File: src/rtl/fetch_pkg.sv
// -----------------------------------------------------------------------------
// fetch_pkg
// Shared definitions for the instruction fetch stage:
//   - fetchState_e : fetch FSM states (REQ, VALID, HALT)
//   - NOP_INSTR    : instruction presented after reset (addi x0, x0, 0)
//   - OP_LSB/OP_MSB: bit range of the opcode field inside an instruction
//   - PC_STEP      : sequential PC increment in bytes
//   - isMisaligned : true when the two low address bits are not word aligned
// -----------------------------------------------------------------------------
package fetch_pkg;

    typedef enum logic [1:0] {
        REQ   = 2'd0,
        VALID = 2'd1,
        HALT  = 2'd2
    } fetchState_e;

    localparam logic [31:0] NOP_INSTR = 32'h0000_0013;
    localparam int          OP_LSB    = 0;
    localparam int          OP_MSB    = 6;
    localparam int          PC_STEP   = 4;

    function automatic logic isMisaligned(input logic [1:0] lowBits);
        return (lowBits != 2'b00);
    endfunction

endpackage

File: src/rtl/fetch_unit_pc_register.sv
// -----------------------------------------------------------------------------
// pc_register
// Program counter flop for the fetch stage.
// Ports:
//   clk    - core clock, rising edge
//   rst    - asynchronous active-high reset, loads RESET_PC
//   load   - capture nextPc at this edge
//   nextPc - selected next program counter value
//   pc     - current program counter
// -----------------------------------------------------------------------------
module pc_register #(
    parameter int             AW       = 32,
    parameter logic [AW-1:0]  RESET_PC = {AW{1'b0}}
) (
    input  logic          clk,
    input  logic          rst,
    input  logic          load,
    input  logic [AW-1:0] nextPc,
    output logic [AW-1:0] pc
);

    // PC storage: reset value or load-enabled update, otherwise hold
    always_ff @(posedge clk or posedge rst) begin
        if (rst) begin
            pc <= RESET_PC;
        end else if (load) begin
            pc <= nextPc;
        end else begin
            pc <= pc;
        end
    end

endmodule

File: src/rtl/fetch_unit.sv
// -----------------------------------------------------------------------------
// fetch_unit
// Instruction fetch stage: holds the PC, reads instruction memory with a
// req/ack handshake and hands the captured instruction to the decoder with a
// valid/ready handshake. Next PC (PC+4 or branch target) is chosen when the
// core consumes the instruction.
//
// Build option:
//   FETCH_MISALIGN_CHECK_EN - when defined, a taken branch to a target whose
//   low two bits are non-zero halts the stage and raises a sticky fetch_fault.
//   When undefined, the target is forced to word alignment and fetch_fault
//   is constant 0.
//
// Ports:
//   clk, rst              - clock, asynchronous active-high reset
//   imem_req/imem_addr    - instruction read request and word address (= PC)
//   imem_ack/imem_rdata   - read completion and instruction word
//   instr_valid/ready     - handshake towards the core
//   Instr, Op             - captured instruction and its opcode field
//   PC, PCPlus4           - address of Instr and the sequential successor
//   PCSrc, PCTarget       - branch select and target, used at consume edge
//   fetch_fault           - sticky misaligned-target fault
// -----------------------------------------------------------------------------
module fetch_unit
    import fetch_pkg::*;
#(
    parameter int             AW       = 32,
    parameter logic [AW-1:0]  RESET_PC = AW'(32'h0000_0000)
) (
    input  logic          clk,
    input  logic          rst,
    output logic          imem_req,
    output logic [AW-1:0] imem_addr,
    input  logic          imem_ack,
    input  logic [31:0]   imem_rdata,
    output logic          instr_valid,
    input  logic          instr_ready,
    output logic [31:0]   Instr,
    output logic [6:0]    Op,
    output logic [AW-1:0] PC,
    output logic [AW-1:0] PCPlus4,
    input  logic          PCSrc,
    input  logic [AW-1:0] PCTarget,
    output logic          fetch_fault
);

    fetchState_e   curState;
    fetchState_e   nextState;
    logic          pcLoad;
    logic          captureInstr;
    logic [31:0]   instrReg;
    logic [AW-1:0] pcPlus4;
    logic [AW-1:0] targetWord;
    logic [AW-1:0] nextPc;

`ifdef FETCH_MISALIGN_CHECK_EN
    logic enterHalt;
    logic faultReg;
`endif

    // Sequential successor wraps modulo 2^AW without any flag
    assign pcPlus4 = PC + AW'(PC_STEP);

`ifdef FETCH_MISALIGN_CHECK_EN
    // Misaligned targets never reach the PC (the FSM halts instead)
    assign targetWord = PCTarget;
`else
    // Low two bits cleared so a branch always lands on a word boundary
    assign targetWord = PCTarget & ~{{(AW-2){1'b0}}, 2'b11};
`endif

    assign nextPc = PCSrc ? targetWord : pcPlus4;

    pc_register #(
        .AW       (AW),
        .RESET_PC (RESET_PC)
    ) u_pcRegister (
        .clk    (clk),
        .rst    (rst),
        .load   (pcLoad),
        .nextPc (nextPc),
        .pc     (PC)
    );

    // FSM state register
    always_ff @(posedge clk or posedge rst) begin
        if (rst) begin
            curState <= REQ;
        end else begin
            curState <= nextState;
        end
    end

    // FSM next-state and control strobes
    always_comb begin
        nextState    = curState;
        pcLoad       = 1'b0;
        captureInstr = 1'b0;
`ifdef FETCH_MISALIGN_CHECK_EN
        enterHalt    = 1'b0;
`endif
        case (curState)
            REQ: begin
                if (imem_ack) begin
                    nextState    = VALID;
                    captureInstr = 1'b1;
                end else begin
                    nextState    = REQ;
                end
            end
            VALID: begin
                if (instr_ready) begin
`ifdef FETCH_MISALIGN_CHECK_EN
                    if (PCSrc && isMisaligned(PCTarget[1:0])) begin
                        nextState = HALT;
                        enterHalt = 1'b1;
                    end else begin
                        nextState = REQ;
                        pcLoad    = 1'b1;
                    end
`else
                    nextState = REQ;
                    pcLoad    = 1'b1;
`endif
                end else begin
                    nextState = VALID;
                end
            end
            HALT: begin
                nextState = HALT;
            end
            default: begin
                nextState = REQ;
            end
        endcase
    end

    // Instruction capture: only the accepting ack edge changes Instr
    always_ff @(posedge clk or posedge rst) begin
        if (rst) begin
            instrReg <= NOP_INSTR;
        end else if (captureInstr) begin
            instrReg <= imem_rdata;
        end else begin
            instrReg <= instrReg;
        end
    end

`ifdef FETCH_MISALIGN_CHECK_EN
    // Sticky fault flag, cleared only by reset
    always_ff @(posedge clk or posedge rst) begin
        if (rst) begin
            faultReg <= 1'b0;
        end else if (enterHalt) begin
            faultReg <= 1'b1;
        end else begin
            faultReg <= faultReg;
        end
    end

    assign fetch_fault = faultReg;
`else
    assign fetch_fault = 1'b0;
`endif

    assign imem_req    = (curState == REQ);
    assign imem_addr   = PC;
    assign instr_valid = (curState == VALID);
    assign Instr       = instrReg;
    assign Op          = instrReg[OP_MSB:OP_LSB];
    assign PCPlus4     = pcPlus4;

endmodule
File: config.mk
export PLATFORM = sky130hd
export DESIGN_NAME = fetch_unit
export DESIGN_NICKNAME = d
export VERILOG_FILES = /design/src/rtl/fetch_pkg.sv /design/src/rtl/fetch_unit_pc_register.sv /design/src/rtl/fetch_unit.sv
export SDC_FILE = /design/constraint.sdc
export NUM_CORES = 1
export LEC_CHECK = 0
export ABC_AREA = 1
export BUFFER_PORTS_ARGS = -buffer_cell sky130_fd_sc_hd__buf_2
export CORE_AREA = 4 4 105 107
export CTS_CLUSTER_DIAMETER = 80
export DETAILED_ROUTE_END_ITERATION = 7
export DIE_AREA = 0 0 109 111
export PLACE_DENSITY_LB_ADDON = 0.05
export SYNTH_ARGS = -nofsm -noshare
export SYNTH_HDL_FRONTEND = slang
export SYNTH_HIERARCHICAL = 1
export SYNTH_SLANG_ARGS = --single-unit
File: constraint.sdc
create_clock -name clk -period 1.5 [get_ports clk]
set_input_delay 0.3 -clock clk [delete_from_list [all_inputs] [get_ports clk]]
set_output_delay 0.3 -clock clk [all_outputs]
set_load 0.005 [all_outputs]
==> implementation parameters <==
Parameter                              Value

Synthesis
  Number of warnings printed during yosys synthesis    6
  Syn Area/Cell    7.88 sq um
  Count of distinct cell types in the synthesized netlist    28
  Post-Synthesis Cells    530
  Count of flip-flops with a built-in enable after synthesis    0
  Cell type contributing the most total cell area after synthesis    dfrtp_1
  Post-Syn Nets    600
  Commonest register cell after synthesis    dfrtp_1
  Number of storage elements in the synthesis netlist    66
  Synth Cell Area    4170 sq um
  Fraction of post-synthesis cell area in the top cell type by area    0.378
  Most common cell in the netlist    nand2_1
  Part of the Yosys area used for sequential elements    0.397
  Proportion of synthesized flip-flops having asynchronous set or reset    1.00
  Top post-synthesis cells by count    nand2_1 (253), dfrtp_1 (63), buf_4 (42)
  Top cells by area, synth    dfrtp_1 (38%), nand2_1 (23%), mux2_2 (8.6%)

Power and ir drop
  Post-layout power    7400 uW
  Proportion of power drawn by combinational gates    0.425
  Leakage power figure    0.00327 uW
  Clock Power Share    0.228
  Portion of total power attributed to sequential cells    0.346
  Internal    4820 uW
  Peak supply drop    0.789 mV
  Switching share of power    0.349
  Net Sw Power    2580 uW
  Power per unit of standard cell area    1270 nW/um^2

Cells and area
  Filler instances    985
  Antenna diode count    0
  Synth-to-Final Area Change    39.3%
  Final instance area    5810 sq um
  # nets final    819
  Core occupancy in the finished layout    0.573
  Fraction of final layout cells sized beyond drive strength 1    0.504

Drt
  Via-to-Cell Ratio    4.40
  Wire length per cell    13.0 um
  Total number of vias    3915
  First-pass iteration count of the detailed router    4
  Remaining antenna violation count    0
  Count of routing violations after the opening detailed-route iteration    217
  Wirelength, routed    11600 um
  Remaining DRCs    0

GRT
  Wire length of the first global-routing pass    18700 um
  Number of antenna violations at the first check in global routing    0
  Grt met1 use    0.233
  Pin count of the biggest net entering global routing    35
  Global route total overflow    0
  Global Route met3 Usage    0.0542
  Grt peak-use layer    met2
  Tot GR Track Use    0.194
  Vias in the first global route    3980
  Grt met2 use    0.327

CTS
  Maximum clock path buffer count    2
  Clock buffers created by TritonCTS    9
  TritonCTS clock tree    yes
  Post-CTS clock slew at the launch and capture registers of the worst setup and hold paths    0.09 ns
  # clock sinks    66
  Clock Latency Late Sink    0.35 ns
  Number of hold-repair buffers added at the cts stage    0
  Cell chosen for the clock root    clkbuf_8
  Number of H-tree levels    3

Critical path
  Data arrival time of the critical path    1.75 ns
  Kind of start point of the critical path    flop
  Kind of end point of the critical path    output port
  Type of the worst setup path    flop to output port
  CP Max Fanout    5
  Required time at the endpoint of the critical path    1.20 ns
  Logic depth of the worst register-to-register path    14

STA
  Fin crit share    1.37
  Final worst-path setup slack    -0.549 ns
  TNS Setup    -13.75 ns
  Setup-violating endpoint count in the final report    40
  Fmax    0.488 GHz
  Maximum clock skew at final layout    0.0130 ns
  Max-slew violations    0
  Post-layout minimum cycle time    2.05 ns
  Final Hold Vio Count    0
  Unrepaired setup endpoints after global routing    yes

Floorplanning
  Die Width    109 um
  I/O pin total    207
  Total Die Area    12100 sq um
  Chip height    111 um
  Number of placement rows    37
  Core area    10100 sq um
  Initial core utilization    0.412

Placement
  Number of buffers inserted by port buffering    203
  Last weighted congestion value of the routability-driven placer    0.860
  Placement-stage worst setup slack    -0.260 ns
  Post-Place Cell Area    5380 sq um
  HPWL Detailed    8810 um

Outcome
  Outcome    complete, but fails checks
  Violations in the final reports    setup timing

Run
  Max Cap Violations    0

Worst hold path
  Type of the most critical hold path    input port to async pin
-- per-stage QoR --
stage / hold WS (ns) / instances
floorplan: 0.416 / 530
global placement: 0.425 / 866
detailed placement: 0.440 / 866
CTS: 0.0459 / 884
global route: 0.0600 / 890
finish: 0.0435 / 890
-- cell usage in the layout (no fill, tap or decap), types with 4 or more instances in the layout --
| master | synthesis | layout |
|---|---|---|
| mux2_2 | 32 | 32 |
| nor2_2 | 3 | 8 |
| nand2_1 | 253 | 244 |
| xor2_2 | 6 | 10 |
| buf_2 | 6 | 202 |
| nor2_1 | 32 | 25 |
| clkbuf_8 | 3 | 9 |
| dfrtp_1 | 63 | 62 |
| buf_4 | 42 | 55 |
| xnor2_2 | 0 | 4 |
| nand3_1 | 8 | 7 |
| nand2_2 | 14 | 23 |
| inv_1 | 23 | 22 |
| buf_6 | 3 | 7 |
| nor2_4 | 7 | 9 |
| nand3b_1 | 7 | 7 |
-- layout make-up --
cell class / count / area (sq um) / share of cell area
Tap cell: 136 / 170 / 0.0293
Timing Repair Buffer: 267 / 1560 / 0.269
Sequential cell: 66 / 1660 / 0.285
Inverter: 24 / 97.6 / 0.0168
Multi-Input combinational cell: 381 / 2110 / 0.362
Clock inverter: 6 / 92.6 / 0.0159
Clock buffer: 10 / 128 / 0.0219
-- power groups by stage --
stage	combinational [uW]	clock (uW)	sequential, uW
finish	3150	1690	2560
global route	3520	1840	2640
CTS	3140	1750	2560
detailed placement	3050	0	2580
global placement	3020	0	2560
floorplan	1520	0	2740
-- timing repair --
item,in CTS,in global routing
endpoints found under the setup margin,48,60
gates resized for setup,24,14
pin swaps,17,15
gates cloned,0,0
buffers inserted,2,6
endpoints found under the hold margin,0,0
-- path summary, 6_finish.rpt --
kind	slack, ns	end	start
max	-0.55	PCPlus4[27]	u_pcRegister/pc[3]
min	0.04	u_pcRegister/pc[0]	rst
max reg2reg	-0.23	u_pcRegister/pc[26]	u_pcRegister/pc[3]
min reg2reg	0.46	curState[1]	curState[0]
max in group asynchronous	1.09	u_pcRegister/pc[10]	rst
min in group clk	0.18	Instr[15]	imem_rdata[15]
-- state kept, by name (all words and copies together), names as in the netlist --
name	cells
Instr	32
curState	2
u_pcRegister/pc	32
-- critical path: stages, from the launching register on --
cell and delay (ns):
dfrtp_1 0.36, buf_4 0.14, nand2_2 0.06, nor2_4 0.16
nand2_4 0.12, nor2_4 0.24, nand2_1 0.08, nand2_1 0.06
nand2_1 0.07, buf_2 0.14
-- cell families after synthesis --
family	after synthesis	share of synthesized area
other	1	0.000898
buffers and inverters	83	0.132
AND/OR/NAND/NOR	330	0.336
flip-flops	66	0.397
multiplexers	32	0.0863
XOR/XNOR	15	0.0423
adder cells (fa/ha/maj)	1	0.00300
AO/OA/AOI/OAI	2	0.00240
-- per-layer routing --
metal	share of wire	vias up	wire length, um
li1	-	1995	-
met1	0.42	1762	4880
met2	0.48	144	5530
met3	0.088	14	1020
met4	0.013	0	155
met5	0	-	0
Power figures use the tool's default switching activity.
